$ cat config.mk
export PLATFORM = sky130hd
export DESIGN_NAME = magnitude_scheduler
export DESIGN_NICKNAME = d
export VERILOG_FILES = /design/src/rtl/magnitude_scheduler.sv
export SDC_FILE = /design/constraint.sdc
export NUM_CORES = 1
export LEC_CHECK = 0
export ABC_AREA = 1
export CELL_PAD_IN_SITES_DETAIL_PLACEMENT = 0
export CELL_PAD_IN_SITES_GLOBAL_PLACEMENT = 1
export CORE_UTILIZATION = 24
export CTS_BUF_LIST = sky130_fd_sc_hd__clkbuf_4
export DETAILED_ROUTE_END_ITERATION = 12
export GPL_TIMING_DRIVEN = 0
export PLACE_DENSITY = 0.78
export SLEW_MARGIN = 20
export SYNTH_ARGS = -nofsm -noshare
export SYNTH_HDL_FRONTEND = slang
export SYNTH_SLANG_ARGS = --single-unit
$ cat constraint.sdc
create_clock -name i_clk -period 2.1 [get_ports i_clk]
set_input_delay 0.42 -clock i_clk [delete_from_list [all_inputs] [get_ports i_clk]]
set_output_delay 0.42 -clock i_clk [all_outputs]
set_load 0.005 [all_outputs]
$ cat src/rtl/magnitude_scheduler.sv
// Round-robin scheduler sharing one fixed-latency magnitude engine among NUM_CH requesters.
// Each result comes back with its channel ID, and an enable/drain FSM stops issue without losing in-flight samples.
module magnitude_scheduler #(
  parameter int DATA_WIDTH = 16,
  parameter int NUM_CH     = 4,
  parameter int CH_W       = 2,
  parameter int LATENCY    = 2
) (
  input  logic                         i_clk,
  input  logic                         i_rst_n,
  input  logic                         i_enable,
  input  logic [NUM_CH-1:0]            i_ch_en,
  input  logic [NUM_CH-1:0]            i_req_valid,
  output logic [NUM_CH-1:0]            o_req_ready,
  input  logic [NUM_CH*DATA_WIDTH-1:0] i_req_re,
  input  logic [NUM_CH*DATA_WIDTH-1:0] i_req_im,
  output logic [DATA_WIDTH-1:0]        o_eng_re,
  output logic [DATA_WIDTH-1:0]        o_eng_im,
  input  logic [DATA_WIDTH-1:0]        i_eng_mag,
  output logic                         o_out_valid,
  output logic [CH_W-1:0]              o_out_ch,
  output logic [DATA_WIDTH-1:0]        o_out_mag,
  output logic                         o_busy,
  output logic [31:0]                  o_sample_cnt,
  output logic [1:0]                   o_dbg_state
);

  typedef enum logic [1:0] {
    ST_IDLE  = 2'd0,
    ST_RUN   = 2'd1,
    ST_DRAIN = 2'd2
  } state_e;

  state_e                        state_q, state_d;
  logic [CH_W-1:0]               ptr_q, ptr_d;
  logic [LATENCY-1:0]            tag_vld_q, tag_vld_d;
  logic [LATENCY-1:0][CH_W-1:0]  tag_ch_q, tag_ch_d;
  logic                          out_valid_q, out_valid_d;
  logic [CH_W-1:0]               out_ch_q, out_ch_d;
  logic [DATA_WIDTH-1:0]         out_mag_q, out_mag_d;
  logic [31:0]                   cnt_q, cnt_d;

  logic                          issue_en;
  logic [NUM_CH-1:0]             elig;
  logic                          grant_any;
  logic [CH_W-1:0]               grant_ch;
  logic [CH_W-1:0]               cand;

  // State register
  always_ff @(posedge i_clk or negedge i_rst_n) begin
    if (!i_rst_n) begin
      state_q <= ST_IDLE;
    end else begin
      state_q <= state_d;
    end
  end

  // Next-state logic; DRAIN waits only on the tag pipeline, never on i_enable.
  always_comb begin
    state_d = state_q;
    unique case (state_q)
      ST_IDLE:  if (i_enable) state_d = ST_RUN;
      ST_RUN:   if (!i_enable) state_d = ST_DRAIN;
      ST_DRAIN: if (!(|tag_vld_q)) state_d = ST_IDLE;
      default:  state_d = ST_IDLE;
    endcase
  end

  // FSM outputs; issue stops in the very cycle i_enable falls.
  always_comb begin
    issue_en    = (state_q == ST_RUN) && i_enable;
    o_busy      = (state_q != ST_IDLE) || (|tag_vld_q);
    o_dbg_state = state_q;
  end

  // Handshake: a request transfers in a cycle where i_req_valid[k] & o_req_ready[k];
  // ready is one-hot or zero and only ever points at a valid, unmasked channel.
  always_comb begin
    elig      = i_req_valid & i_ch_en;
    grant_any = 1'b0;
    grant_ch  = '0;
    cand      = '0;
    if (issue_en) begin
      for (int i = 0; i < NUM_CH; i++) begin
        cand = CH_W'((int'(ptr_q) + i) % NUM_CH);
        if (!grant_any && elig[cand]) begin
          grant_any = 1'b1;
          grant_ch  = cand;
        end
      end
    end
  end

  always_comb begin
    o_req_ready = grant_any ? (NUM_CH'(1) << grant_ch) : '0;
    o_eng_re    = grant_any ? i_req_re[grant_ch*DATA_WIDTH +: DATA_WIDTH] : '0;
    o_eng_im    = grant_any ? i_req_im[grant_ch*DATA_WIDTH +: DATA_WIDTH] : '0;
    ptr_d       = ptr_q;
    if (grant_any) begin
      ptr_d = (int'(grant_ch) == NUM_CH - 1) ? '0 : grant_ch + 1'b1;
    end
  end

  // Tags ride alongside the engine pipeline so each result knows its channel.
  always_comb begin
    tag_vld_d    = tag_vld_q;
    tag_ch_d     = tag_ch_q;
    tag_vld_d[0] = grant_any;
    tag_ch_d[0]  = grant_ch;
    for (int s = 1; s < LATENCY; s++) begin
      tag_vld_d[s] = tag_vld_q[s-1];
      tag_ch_d[s]  = tag_ch_q[s-1];
    end
  end

  always_comb begin
    out_valid_d = tag_vld_q[LATENCY-1];
    out_ch_d    = out_ch_q;
    out_mag_d   = out_mag_q;
    cnt_d       = cnt_q;
    if (tag_vld_q[LATENCY-1]) begin
      out_ch_d  = tag_ch_q[LATENCY-1];
      out_mag_d = i_eng_mag;
      cnt_d     = cnt_q + 32'd1;
    end
  end

  always_ff @(posedge i_clk or negedge i_rst_n) begin
    if (!i_rst_n) begin
      ptr_q       <= '0;
      tag_vld_q   <= '0;
      tag_ch_q    <= '0;
      out_valid_q <= 1'b0;
      out_ch_q    <= '0;
      out_mag_q   <= '0;
      cnt_q       <= '0;
    end else begin
      ptr_q       <= ptr_d;
      tag_vld_q   <= tag_vld_d;
      tag_ch_q    <= tag_ch_d;
      out_valid_q <= out_valid_d;
      out_ch_q    <= out_ch_d;
      out_mag_q   <= out_mag_d;
      cnt_q       <= cnt_d;
    end
  end

  assign o_out_valid  = out_valid_q;
  assign o_out_ch     = out_ch_q;
  assign o_out_mag    = out_mag_q;
  assign o_sample_cnt = cnt_q;

endmodule

==> results of run 1 <==
[registers in the layout (all words and copies together), names as in the netlist]
name and count:
o_dbg_state 2, o_out_ch 2, o_out_mag 16, o_out_valid 1
o_sample_cnt 32, ptr_q 2, tag_ch_d 2, tag_ch_q 2
tag_vld_q 2
[routing by layer]
metal / GRT usage / up-vias
met1: 0.187 / 2452
li1: - / 2670
met2: 0.326 / 186
met5: 0 / -
met3: 0.0530 / 19
met4: 0.0647 / 0
[cell type report]
class | count | area (sq um)
clock inverters | 6 | 30.0
repair inverters | 1 | 11.3
flip-flops and latches | 61 | 1530
fillers | 1832 | 9370
well taps | 229 | 287
clock buffers | 10 | 75.1
inverters | 71 | 289
repair buffers | 294 | 2880
multi-input cells | 498 | 3120
plain buffers | 29 | 372
[synthesized netlist by cell type]
| library cell | number |
|---|---|
| nand2_2 | 3 |
| nand3_2 | 1 |
| nor2_1 | 119 |
| mux2_2 | 19 |
| o21ai_0 | 3 |
| nand2_4 | 1 |
| xor2_1 | 22 |
| o21ai_1 | 1 |
| xnor2_1 | 9 |
| clkbuf_1 | 3 |
| nor2_2 | 1 |
| nor4_1 | 2 |
| nor3_2 | 3 |
| buf_4 | 2 |
| dfrtp_1 | 61 |
| buf_6 | 4 |
| inv_2 | 1 |
| nor2_4 | 1 |
| a21oi_2 | 1 |
| o22ai_1 | 1 |
| buf_1 | 1 |
| inv_4 | 2 |
| nor3_1 | 10 |
| nand2_1 | 197 |
| nand3_1 | 88 |
| buf_2 | 21 |
| inv_1 | 68 |
| ha_1 | 5 |
| nand3b_1 | 1 |
| nand4_1 | 9 |
| a21oi_1 | 1 |
[what timing repair did]
item	CTS	global route
resized for setup	281	154
hold buffers	1	0
setup endpoints to repair	38	47
pin swaps	64	76
buffers inserted	39	4
cloned	6	1
endpoints found under the hold margin	24	0
[metrics by stage]
step / power, uW / hold WS (ps) / area, sq um / utilization / setup slack, ps
2_1_floorplan: 3150 / 124 / 4440 / - / 1.23
3_3_place_gp: 4540 / 333 / 7170 / 0.399 / -1460
3_5_place_dp: 4580 / 336 / 7190 / 0.400 / -1360
4_1_cts: 6080 / 359 / 8060 / 0.449 / -1020
5_1_grt: 6960 / 380 / 8590 / 0.478 / -1020
6_report: 6490 / 354 / 8590 / 0.478 / -900
[how the worst max path moves through the flow]
stage,from,end,slack [ps],cells after the start
floorplan,ptr_q[1],o_eng_im[0],1,16
global placement,i_rst_n,tag_ch_d[3],-1460,1
detailed placement,i_ch_en[3],o_eng_re[11],-1360,14
CTS,ptr_q[0],o_eng_im[5],-1020,16
global route,ptr_q[0],o_eng_re[12],-1020,17
finish,ptr_q[1],o_eng_re[13],-900,17
[logic make-up (layout without fill, tap and decap cells)]
| logic type | Yosys count | in the layout | synth area share |
|---|---|---|---|
| compound gates | 7 | 7 | 0.00908 |
| fa+ha+maj | 5 | 5 | 0.0142 |
| simple gates | 436 | 436 | 0.418 |
| mux | 19 | 19 | 0.0486 |
| flops | 61 | 61 | 0.346 |
| buf+inv | 102 | 411 | 0.102 |
| xor+xnor | 31 | 31 | 0.0616 |
[power groups by stage]
| stage | clock, uW | combinational, uW | sequential [uW] |
|---|---|---|---|
| CTS | 710 | 3750 | 1620 |
| floorplan | 0 | 1520 | 1640 |
| detailed placement | 0 | 2940 | 1640 |
| global placement | 0 | 2920 | 1620 |
| global route | 743 | 4550 | 1660 |
| finish | 668 | 4200 | 1620 |
==> out/results.ini, run 1 <==
[global_routing]
gr-total-overflow = 0
grt_max_degree = 38
antenna_found_initial = 0
grt_pass1_wl_um = 25500
first_global_vias = 5251
grt_use_total = 0.176

[sta]
finClkSkew_ps = 9.04
finalSetupTns_ps = -30110
worst_slack_ps = -900
period_share = 1.43
tightest_slew_ps = 575
hold_viol = 0
slew_violations = 0
fmax_mhz = 333
slew_headroom = 0.617
fin_crit_ps = 3000
setup-violations-final = 36
rsz0062_at_grt = true

[worst_setup_path]
startpoint_type = flop
critical-path-top-delay-family = simple AND/OR/NAND/NOR gates
crit_slowest_cell = dfrtp_1
worst_ep_arrival_time_ps = 2580
worst_setup_path_end_kind = output pin
r2r-start = ptr_q[1]
reg2reg_depth = 15
cp_max_fo = 8
cpMostUsedCell = nand2_4
cpPeakStageDelay_ps = 380
critPathKind = flop to output pin
path_cells = buf_6 > inv_4 > nand2_1 > nand2_4 > nand2_4 > nand2_8 > nand2_4 > nand2_2 > nand2_2 > nand2_4 > nand2_8 > buf_12 > clkbuf_16 > nor2_4 > nor2_2 > nor2_2 > buf_2
crit_required_ps = 1680
ff2ff_setup_slack_ps = 30
worst_r2r_endpoint = ptr_q[1]
crit_buf_inv = 5

[run_status]
outcome = complete, but fails checks
violations = setup timing

[die]
initial_core_util = 0.245
ios = 245
core_sq_um = 18000
die_w_um = 138
die_h_um = 138
die-area_sq_um = 18900
std_cell_rows = 49

[drt]
drt-pass1-iter-count = 4
drc = 0
wl_met1_um = 6380
wl_per_cell_um = 14.1
detail-route-antenna-nets = 0
routed-wl-met3_um = 1460
wl_met2_um = 8760
wirelength_um = 16900
vias = 5327
top_layer = met4
drt_iter0_markers = 88
vias_per_cell = 4.44

[pwr]
cell_internal_pwr_uw = 3860
pwr-share-clk = 0.103
switching_share = 0.404
combPwrFrac = 0.647
irDropWorstVdd_v = 0.000479
p_leak_uw = 0.00395
power_frac_seq = 0.250
power.switching_uw = 2620
power_density_nw_per_um2 = 755

[placed_design]
dp_hpwl_um = 12900
placed_cells_incl_taps = 1135
io_buffers = 244
gp_congestion = 0.831

[yosys]
ys_types = 31
yosysTopAreaCell = dfrtp_1
yosysSeqAreaShare = 0.346
synthesis.nets = 821
synth-seq-cells = 61
ys_warn_count = 0
synthCells = 661
netlist.area_leader.share = 0.346
synthesis.area_sq_um = 4410
syn_area_per_cell_sq_um = 6.67
ys_top_cells_by_area = dfrtp_1, nand2_1, nor2_1

[final_layout]
final_nets = 1125
final_common_cell = clkdlybuf4s50_1
finalNonFillerCells = 1199
syn2layout_area_growth_pct = 95.0
drive_gt1_frac = 0.313
antennaDiodeCount = 0
layout_common_cells = clkdlybuf4s50_1, nand2_1, nor2_1, nand3_1, inv_1

[hold_path]
hold_class = flop to flop
hold_end = tag_ch_q[3]
hold_depth = 0
hp-start = tag_ch_d[3]

[clock_tree]
insertion_delay_ps = 410
clockBufferDepth = 2
cts_tree = yes
cts.clk_slew.worst_paths_ps = 90
cts_inserted_buffers = 9
root_buffer = clkbuf_4
cts.sinks = 61
h-tree-depth = 3

[job]
maxCapViolCount = 0

Note: power is estimated with default switching activity, not from simulation.
==> run 2, diff against run 1 <==
--- a/config.mk
+++ b/config.mk
@@ -9,7 +9,7 @@
 export CELL_PAD_IN_SITES_DETAIL_PLACEMENT = 0
 export CELL_PAD_IN_SITES_GLOBAL_PLACEMENT = 1
 export CORE_UTILIZATION = 24
-export CTS_BUF_LIST = sky130_fd_sc_hd__clkbuf_4
+export CTS_BUF_LIST = sky130_fd_sc_hd__clkbuf_2
 export DETAILED_ROUTE_END_ITERATION = 12
 export GPL_TIMING_DRIVEN = 0
 export PLACE_DENSITY = 0.78
==> run 2 against run 1 <==
The flow still finishes with violations (setup timing). Global-route usage hardly changed. Worst setup slack worse by 81 ps. Die area stayed put.
==> out/results.ini, run 2 (synthesized netlist as in run 1, its figures left out) <==
[run_status]
outcome = complete, but fails checks
violations = setup timing

[worst_setup_path]
crit_required_ps = 1680
cp_max_fo = 10
startpoint = ptr_q[1]
worst_ep_arrival_time_ps = 2660
r2r-start = ptr_q[1]
worst_r2r_endpoint = ptr_q[1]
critPathKind = flop to output pin
worst_setup_path_end_kind = output pin
startpoint_type = flop
reg2reg_depth = 13
ff2ff_setup_slack_ps = 50

[clock_tree]
cts_inserted_buffers = 9
cts.clk_slew.worst_paths_ps = 170
cts.sinks = 61
cts_tree = yes
h-tree-depth = 3
clockBufferDepth = 2
insertion_delay_ps = 490
root_buffer = clkbuf_2

[drt]
drc = 0
drt-pass1-iter-count = 4
wirelength_um = 16900
vias_per_cell = 4.44
wl_per_cell_um = 14.1
drt_iter0_markers = 103
detail-route-antenna-nets = 0
vias = 5323

[sta]
slew_violations = 0
rsz0062_at_grt = true
fmax_mhz = 325
hold_slack_ps = 357
finalSetupTns_ps = -32830
fin_crit_ps = 3080
setup-violations-final = 36
worst_slack_ps = -981
tightest_slew_ps = 581
finClkSkew_ps = 16.3
slew_headroom = 0.613
period_share = 1.47
hold_viol = 0

[final_layout]
drive_gt1_frac = 0.314
antennaDiodeCount = 0
final_common_cell = clkdlybuf4s50_1
seqCellArea_sq_um = 1530
final_cell_area_sq_um = 8560
multi_input_area_sq_um = 3120
final_nets = 1126
syn2layout_area_growth_pct = 94.3
layout_common_cells = clkdlybuf4s50_1, nand2_1, nor2_1, nand3_1, inv_1
fillers = 1836
largest_reg_flops = 32

[placed_design]
placed_cell_area_sq_um = 7190
gp_congestion = 0.831
io_buffers = 244
pre_cts_slack_ps = -1360
dp_hpwl_um = 12900

[die]
core_sq_um = 18000
std_cell_rows = 49
die_w_um = 138
die-area_sq_um = 18900
ios = 245
initial_core_util = 0.245
die_h_um = 138

[global_routing]
grt_use_total = 0.176
grt_pass1_wl_um = 25500
grt_max_degree = 38
gr-total-overflow = 0
antenna_found_initial = 0
first_global_vias = 5251

[pwr]
irDropWorstVdd_v = 0.000471
p_leak_uw = 0.00393
power_density_nw_per_um2 = 749

[job]
maxCapViolCount = 0

[hold_path]
hold_class = input pin to async pin

## run 2: final cells by class
class	count	area share
Multi-Input combinational cell	498	0.365
Timing Repair Buffer	295	0.335
Sequential cell	61	0.178
Buffer	29	0.0438
Inverter	71	0.0338
Tap cell	229	0.0335
Clock buffer	10	0.00584
Clock inverter	6	0.00351
Timing Repair inverter	1	0.00132
## run 2: power breakdown
| group | switching [uW] | internal [uW] |
|---|---|---|
| sequential | 179 | 1440 |
| clock | 422 | 147 |
| combinational | 2030 | 2190 |
## run 2: how the worst max path moves through the flow
stage / endpoint / slack [ps] / cells past startpoint
2_1_floorplan: o_eng_im[0] / 1 / 16
3_3_place_gp: tag_ch_d[3] / -1460 / 1
3_5_place_dp: o_eng_re[11] / -1360 / 14
4_1_cts: o_eng_im[5] / -1130 / 16
5_1_grt: o_eng_re[13] / -1140 / 16
6_report: o_eng_re[13] / -980 / 17
## run 2: what timing repair did
item,CTS,global route
endpoints found under the setup margin,39,47
gates resized for setup,284,151
cloned,6,1
pin swaps,65,67
buffers inserted,40,4
endpoints found under the hold margin,24,0
hold buffers,1,0
## run 2: per-layer routing
layer | vias up | track usage | wire [um]
met5 | - | 0 | 0
met4 | 0 | 0.0611 | 359
met3 | 20 | 0.0533 | 1450
met2 | 177 | 0.326 | 8770
met1 | 2457 | 0.186 | 6370
li1 | 2669 | - | -
## run 2: critical path, stage by stage (launching register included)
cell	delay [ps]
dfrtp_1	400
buf_6	150
inv_4	100
nand2_1	100
nand2_4	110
nand2_4	80
nand2_8	90
nand2_4	60
nand2_2	60
nand2_2	70
nand2_4	120
nand2_8	110
buf_8	170
buf_12	140
nor2_1	90
nor2_1	60
nor2_2	130
buf_2	140
## run 2: per-stage QoR
| step | utilization | cells | power [uW] |
|---|---|---|---|
| floorplan | - | 661 | 3150 |
| global placement | 0.399 | 1134 | 4540 |
| detailed placement | 0.400 | 1135 | 4580 |
| CTS | 0.448 | 1198 | 5990 |
| global route | 0.477 | 1200 | 6890 |
| finish | 0.477 | 1200 | 6410 |
